<file path="src/rtl/ifu_pkg.sv">
`default_nettype none
// ============================================================================
//  Module      : ifu_pkg
//  Description : Shared widths, reset PC and FSM state encoding for the
//                NPC instruction fetch unit.
//  Revision    : 1.0 - initial release
// ============================================================================
package ifu_pkg;

    localparam int          IFU_PC_W     = 64;
    localparam int          IFU_INST_W   = 32;
    localparam logic [63:0] IFU_RESET_PC = 64'h8000_0000;

    // Fetch FSM encoding, kept as plain 2-bit constants so netlists and
    // waveform decoders from older flows read the same values.
    localparam logic [1:0]  ST_REQ    = 2'd0;
    localparam logic [1:0]  ST_WAIT   = 2'd1;
    localparam logic [1:0]  ST_HOLD   = 2'd2;
    localparam logic [1:0]  ST_HALTED = 2'd3;

endpackage
`default_nettype wire

</file>
<file path="src/rtl/ifu_if.sv">
`default_nettype none
// ============================================================================
//  Module      : ifu_if
//  Description : Bundle of the fetch unit's memory, redirect and decoder-side
//                handshake signals. master = fetch unit, slave = environment.
//  Revision    : 1.0 - initial release
// ============================================================================
interface ifu_if #(
    parameter int PC_W   = ifu_pkg::IFU_PC_W,
    parameter int INST_W = ifu_pkg::IFU_INST_W
) ();

    logic              imem_req_valid;
    logic              imem_req_ready;
    logic [PC_W-1:0]   imem_req_addr;
    logic              imem_resp_valid;
    logic [INST_W-1:0] imem_resp_data;
    logic              redirect_valid;
    logic [PC_W-1:0]   redirect_pc;
    logic              halt;
    logic              out_valid;
    logic              out_ready;
    logic [INST_W-1:0] out_inst;
    logic [PC_W-1:0]   out_pc;

    modport master (
        output imem_req_valid, imem_req_addr, out_valid, out_inst, out_pc,
        input  imem_req_ready, imem_resp_valid, imem_resp_data,
        input  redirect_valid, redirect_pc, halt, out_ready
    );

    modport slave (
        input  imem_req_valid, imem_req_addr, out_valid, out_inst, out_pc,
        output imem_req_ready, imem_resp_valid, imem_resp_data,
        output redirect_valid, redirect_pc, halt, out_ready
    );

endinterface
`default_nettype wire

</file>
<file path="src/rtl/ifu_pc_reg.sv">
`default_nettype none
// ============================================================================
//  Module      : ifu_pc_reg
//  Description : Architectural PC register. Priority: reset, redirect load,
//                sequential +4 advance. Arithmetic wraps modulo 2^PC_W.
//  Revision    : 1.0 - initial release
// ============================================================================
module ifu_pc_reg
    import ifu_pkg::*;
#(
    parameter int              PC_W     = IFU_PC_W,
    parameter logic [PC_W-1:0] RESET_PC = PC_W'(IFU_RESET_PC)
) (
    input  wire logic            clk,
    input  wire logic            rst,
    input  wire logic            load,
    input  wire logic [PC_W-1:0] load_pc,
    input  wire logic            advance,
    output logic      [PC_W-1:0] pc
);

    localparam logic [PC_W-1:0] PC_STEP = PC_W'(4);

    logic [PC_W-1:0] r_pc;
    logic [PC_W-1:0] w_pc_next;

    // Next-PC select: a redirect always beats the sequential advance.
    always_comb begin
        w_pc_next = r_pc;
        if (load) begin
            w_pc_next = load_pc;
        end else if (advance) begin
            w_pc_next = r_pc + PC_STEP;
        end
    end

    // PC register with synchronous reset.
    always_ff @(posedge clk) begin
        if (rst) begin
            r_pc <= RESET_PC;
        end else begin
            r_pc <= w_pc_next;
        end
    end

    assign pc = r_pc;

endmodule
`default_nettype wire

</file>
<file path="src/rtl/ifu.sv">
`default_nettype none
// ============================================================================
//  Module      : ifu
//  Description : Instruction fetch unit. One outstanding request to imem,
//                returned instruction held under valid/ready to decode,
//                control-flow redirects, terminal halt on ebreak.
//  Revision    : 1.0 - initial release
// ============================================================================
module ifu
    import ifu_pkg::*;
#(
    parameter int              PC_W     = IFU_PC_W,
    parameter int              INST_W   = IFU_INST_W,
    parameter logic [PC_W-1:0] RESET_PC = PC_W'(IFU_RESET_PC)
) (
    input  wire logic clk,
    input  wire logic rst,
    ifu_if.master     bus
);

    logic [1:0]        r_state;
    logic [1:0]        w_state_next;
    logic              r_drop;
    logic              w_drop_next;
    logic              r_out_valid;
    logic [INST_W-1:0] r_out_inst;
    logic [PC_W-1:0]   r_out_pc;
    logic [PC_W-1:0]   w_pc;
    logic              w_pc_load;
    logic              w_pc_adv;
    logic              w_capture;

    ifu_pc_reg #(
        .PC_W     (PC_W),
        .RESET_PC (RESET_PC)
    ) u_pc_reg (
        .clk      (clk),
        .rst      (rst),
        .load     (w_pc_load),
        .load_pc  (bus.redirect_pc),
        .advance  (w_pc_adv),
        .pc       (w_pc)
    );

    // Fetch FSM next-state, drop flag and PC control. Halt overrides all.
    always_comb begin
        w_state_next = r_state;
        w_drop_next  = r_drop;
        w_pc_load    = 1'b0;
        w_pc_adv     = 1'b0;
        w_capture    = 1'b0;
        if (bus.halt) begin
            w_state_next = ST_HALTED;
            w_drop_next  = 1'b0;
        end else begin
            case (r_state)
                ST_REQ: begin
                    w_pc_load = bus.redirect_valid;
                    if (bus.imem_req_ready) begin
                        w_state_next = ST_WAIT;
                        // The accepted address is the pre-redirect PC, so its
                        // response is already stale.
                        w_drop_next  = bus.redirect_valid;
                    end
                end
                ST_WAIT: begin
                    w_pc_load = bus.redirect_valid;
                    if (bus.imem_resp_valid) begin
                        w_drop_next = 1'b0;
                        if (r_drop || bus.redirect_valid) begin
                            w_state_next = ST_REQ;
                        end else begin
                            w_state_next = ST_HOLD;
                            w_capture    = 1'b1;
                        end
                    end else if (bus.redirect_valid) begin
                        w_drop_next = 1'b1;
                    end
                end
                ST_HOLD: begin
                    w_pc_load = bus.redirect_valid;
                    w_pc_adv  = bus.out_ready && !bus.redirect_valid;
                    if (bus.redirect_valid || bus.out_ready) begin
                        w_state_next = ST_REQ;
                    end
                end
                default: begin
                    // ST_HALTED: terminal until reset.
                end
            endcase
        end
    end

    // FSM state and drop flag registers.
    always_ff @(posedge clk) begin
        if (rst) begin
            r_state <= ST_REQ;
            r_drop  <= 1'b0;
        end else begin
            r_state <= w_state_next;
            r_drop  <= w_drop_next;
        end
    end

    // Registered decoder-side outputs; payload only changes on capture.
    always_ff @(posedge clk) begin
        if (rst) begin
            r_out_valid <= 1'b0;
            r_out_inst  <= '0;
            r_out_pc    <= RESET_PC;
        end else begin
            r_out_valid <= (w_state_next == ST_HOLD);
            if (w_capture) begin
                r_out_inst <= bus.imem_resp_data;
                r_out_pc   <= w_pc;
            end
        end
    end

    assign bus.imem_req_valid = (r_state == ST_REQ) && !rst;
    assign bus.imem_req_addr  = w_pc;
    assign bus.out_valid      = r_out_valid;
    assign bus.out_inst       = r_out_inst;
    assign bus.out_pc         = r_out_pc;

    // A response is only legal while waiting; after halt, late ones are benign.
    a_resp_only_in_wait : assert property (
        @(posedge clk) disable iff (rst)
        bus.imem_resp_valid |-> (r_state == ST_WAIT || r_state == ST_HALTED)
    );

endmodule
`default_nettype wire

</file>
<file path="src/flat_wrapper.sv">
// flat-port wrapper written by rule: the top's interface ports become plain ports
module ifu_flat import ifu_pkg::*;
#(
    parameter int              PC_W     = IFU_PC_W,
    parameter int              INST_W   = IFU_INST_W,
    parameter logic [PC_W-1:0] RESET_PC = PC_W'(IFU_RESET_PC)
)
  (clk, rst, bus_imem_req_valid, bus_imem_req_addr, bus_out_valid, bus_out_inst, bus_out_pc, bus_imem_req_ready, bus_imem_resp_valid, bus_imem_resp_data, bus_redirect_valid, bus_redirect_pc, bus_halt, bus_out_ready);
  ifu_if #(.PC_W(PC_W), .INST_W(INST_W)) bus_i ();
  input  wire logic clk;
  input  wire logic rst;
  output wire logic [$bits(bus_i.imem_req_valid)-1:0] bus_imem_req_valid;
  output wire logic [$bits(bus_i.imem_req_addr)-1:0] bus_imem_req_addr;
  output wire logic [$bits(bus_i.out_valid)-1:0] bus_out_valid;
  output wire logic [$bits(bus_i.out_inst)-1:0] bus_out_inst;
  output wire logic [$bits(bus_i.out_pc)-1:0] bus_out_pc;
  input wire logic [$bits(bus_i.imem_req_ready)-1:0] bus_imem_req_ready;
  input wire logic [$bits(bus_i.imem_resp_valid)-1:0] bus_imem_resp_valid;
  input wire logic [$bits(bus_i.imem_resp_data)-1:0] bus_imem_resp_data;
  input wire logic [$bits(bus_i.redirect_valid)-1:0] bus_redirect_valid;
  input wire logic [$bits(bus_i.redirect_pc)-1:0] bus_redirect_pc;
  input wire logic [$bits(bus_i.halt)-1:0] bus_halt;
  input wire logic [$bits(bus_i.out_ready)-1:0] bus_out_ready;
  assign bus_imem_req_valid = bus_i.imem_req_valid;
  assign bus_imem_req_addr = bus_i.imem_req_addr;
  assign bus_out_valid = bus_i.out_valid;
  assign bus_out_inst = bus_i.out_inst;
  assign bus_out_pc = bus_i.out_pc;
  assign bus_i.imem_req_ready = bus_imem_req_ready;
  assign bus_i.imem_resp_valid = bus_imem_resp_valid;
  assign bus_i.imem_resp_data = bus_imem_resp_data;
  assign bus_i.redirect_valid = bus_redirect_valid;
  assign bus_i.redirect_pc = bus_redirect_pc;
  assign bus_i.halt = bus_halt;
  assign bus_i.out_ready = bus_out_ready;
  ifu #(.PC_W(PC_W), .INST_W(INST_W), .RESET_PC(RESET_PC)) u_core (.clk(clk), .rst(rst), .bus(bus_i));
endmodule
</file>
<file path="config.mk">
export PLATFORM = sky130hd
export DESIGN_NAME = ifu_flat
export DESIGN_NICKNAME = d
export VERILOG_FILES = /design/src/rtl/ifu_pkg.sv /design/src/rtl/ifu_if.sv /design/src/rtl/ifu_pc_reg.sv /design/src/rtl/ifu.sv /design/src/flat_wrapper.sv
export SDC_FILE = /design/constraint.sdc
export NUM_CORES = 1
export LEC_CHECK = 0
export CAP_MARGIN = 15
export CORE_MARGIN = 3
export CORE_UTILIZATION = 50
export CTS_CLUSTER_SIZE = 24
export DETAILED_ROUTE_END_ITERATION = 7
export DONT_BUFFER_PORTS = 1
export PLACE_DENSITY_LB_ADDON = 0.08
export SYNTH_ARGS = -nofsm -noshare
export SYNTH_HDL_FRONTEND = slang
export SYNTH_SLANG_ARGS = --single-unit
export TNS_END_PERCENT = 50
</file>
<file path="constraint.sdc">
create_clock -name clk -period 6.6 [get_ports clk]
set_clock_uncertainty 0.1 [all_clocks]
set_input_delay 1.65 -clock clk [delete_from_list [all_inputs] [get_ports clk]]
set_output_delay 1.65 -clock clk [all_outputs]
set_load 0.01 [all_outputs]
</file>
==> summary.md <==
| Metric | Value |
|---|---|
| Status | complete, no violations |
| Layout Nets | 1043 |
| Post-CTS Setup Bufs | 0 |
| Via density | 6.373 |
| Top-count cell post-synth | nand2_1 |
| Endpoint class of the critical path | register |
| Hold slack | 399.7 ps |
| Flop pwr share | 0.487 |
| EDFF count, synth | 0 |
| RD Place Congestion | 0.9012 |
| Vias | 7246 |
| Power consumption | 2.286 mW |
| Area leader, netlist | dfxtp_1 |
| Most instantiated cells after synthesis | 267 x nand2_1, 164 x dfxtp_1, 106 x a21oi_1 |
| Unrepaired setup endpoints after global routing | false |
| Setup TNS | 0 ps |
| Synth Cell Area | 0.007560 mm² |
| Initial Utilization | 0.5162 |
| Core area | 0.01464 mm² |
| First-pass GRT wire length | 36230 µm |
| YS warnings | 0 |
| FFs w/ async S/R, synth | 0 |
| DIE AREA | 0.01663 mm² |
| Ys flop type | dfxtp_1 |
| Max FO, Critical Path | 53 |
| Max-cap violations | 0 |
| GRT Overall Usage | 0.2708 |
| CTS Sinks | 164 |
| Hold buffers post-CTS | 0 |
| Number of cells upsized or downsized after cts | 0 |
| Pin count of the biggest net entering global routing | 166 |
| Top post-synthesis cells by area | dfxtp_1 43%, nand2_1 13%, a21oi_1 7.0% |
| Relative slew slack | 0.2383 |
| Global route overflow | 0 |
| IO Pins | 265 |
| Post-route DRC | 0 |
| Max clock buf depth | 2 |
| Leak pwr | 2.394 nW |
| Final period utilization | 0.5671 |
| DR WL/cell | 20.63 µm |
| PD cells | 279.3 mW/mm² |
| Antenna violations before repair | 2 |
| Maximum vdd drop | 0.1784 mV |
| Crit path launch type | input port |
| HP Class | reg -> reg |
| Register area share after synthesis | 0.4343 |
| Clock share of power | 0.466 |
| Final Slew Violations | 0 |
| Combinational power share | 0.047 |
| Tmin final | 3743 ps |
| 1st-pass router iterations | 7 |
| Synth top area share | 0.4343 |
| Syn Nets | 1097 |
| Path type of the worst setup path | in -> reg |
| Vias in the first global route | 6716 |
| Post-synthesis cell count | 993 |
| WP data arrival | 3990 ps |
| CP required | 6850 ps |
| Setup-failing EPs final | 0 |
| Max Fclk | 267.2 MHz |
| Switching pwr | 557.1 µW |
| Synth cell types | 57 |
| CTS HTree Levels | 4 |
| DRT antenna net count | 0 |
| Area Growth Syn to Fin | 8.242% |
| Worst Tran Pin Value | 1142 ps |
| Chip width | 129.0 µm |
| Detail Placement HPWL | 16240 µm |
| Final Hold Vio Count | 0 |
| Port-buffer cells | 0 |
| # rows | 44 |
| Worst-path clk slew | 60 ps |
| Switching share of total power | 0.2437 |
| Syn Area/Cell | 7.613 µm² |
| Die Ht | 129.0 µm |
| CTS tree | yes |
| Share of cells above drive strength 1 | 0.05987 |
| Clk root buf | clkbuf_16 |
| Worst-Skew Late Latency | 430 ps |
| Pint | 1.729 mW |
| Synthesized flop and latch total | 164 |
| Total CTS buffers | 17 |
| DR iter-0 viols | 480 |
| Drt total wl | 23460 µm |
==> per-layer routing <==
metal,wire (µm),vias up,GRT usage
met1,9349,3407,0.3391
met3,2290,30,0.08095
li1,-,3469,-
met2,11450,338,0.4518
met4,349,2,0.08030
met5,13,-,0
==> registers in the layout, indices dropped and copies added (netlist names) <==
register              flops
u_core.bus.out_valid      1
u_core.bus.out_inst      32
u_core.u_pc_reg.pc       64
u_core.r_drop             1
u_core.r_state            2
u_core.bus.out_pc        64
==> cell type report <==
type | instances | area [µm²]
Tap cell | 184 | 230.2
Antenna cell | 1 | 2.502
Fill cell | 1382 | 6461
Timing Repair Buffer | 5 | 37.54
Clock buffer | 22 | 464.2
Sequential cell | 164 | 3283
Multi-Input combinational cell | 739 | 3949
Inverter | 12 | 45.04
Clock inverter | 10 | 171.4
==> power by group through the flow <==
stage	registers (mW)	clock network [mW]	logic, mW
detailed placement	1.14	0	0.107
CTS	1.11	1.07	0.108
finish	1.11	1.06	0.107
global route	1.12	1.12	0.121
floorplan	1.10	0	0.114
global placement	1.13	0	0.103
==> final timing paths <==
kind,from,slack (ps),depth (start not counted),end
setup reg to reg,u_core.u_pc_reg.pc[25]$_SDFFE_PP0P_,3510,5,u_core.u_pc_reg.pc[59]$_SDFFE_PP0P_
setup / recovery,bus_imem_resp_valid,2860,6,u_core.bus.out_inst[19]$_SDFFE_PP0P_
hold reg to reg,u_core.bus.out_pc[60]$_SDFFE_PP0P_,400,2,u_core.bus.out_pc[60]$_SDFFE_PP0P_
hold / removal,u_core.bus.out_pc[60]$_SDFFE_PP0P_,400,2,u_core.bus.out_pc[60]$_SDFFE_PP0P_
==> placed cells by master (no fill, tap or decap), types with 14 or more instances in the layout <==
master / instances
nand2_1: 266
dfxtp_1: 164
a21oi_1: 106
nor2_1: 45
nand4_1: 39
a31oi_1: 38
nand3_1: 31
or3_1: 21
o211ai_1: 19
or4_1: 19
nor3_1: 17
clkbuf_16: 17
nor4_1: 16
a22oi_1: 14
==> critical path, stage by stage <==
cell and delay, ps:
nand2b_1 50, or4b_1 570, nor2_4 790, buf_4 590, nand2_1 130, a21oi_1 140
==> cell families after synthesis <==
kind of cell             synth area share
AND/OR/NAND/NOR                    0.3135
AO/OA/AOI/OAI                      0.1888
XOR/XNOR                          0.01274
multiplexers                     0.002979
adder cells (fa/ha/maj)          0.001655
flip-flops                         0.4343
buffers and inverters             0.04601
==> through the flow <==
stage | cell area [µm²] | instances | worst slack [ps] | utilization
floorplan | 7560 | 993 | 2563 | -
global placement | 7545 | 1104 | 2553 | 0.5152
detailed placement | 7545 | 1104 | 2423 | 0.5152
CTS | 8180 | 1136 | 2861 | 0.5586
global route | 8183 | 1137 | 2645 | 0.5588
finish | 8183 | 1137 | 2857 | 0.5588
Power figures use the tool's default switching activity.
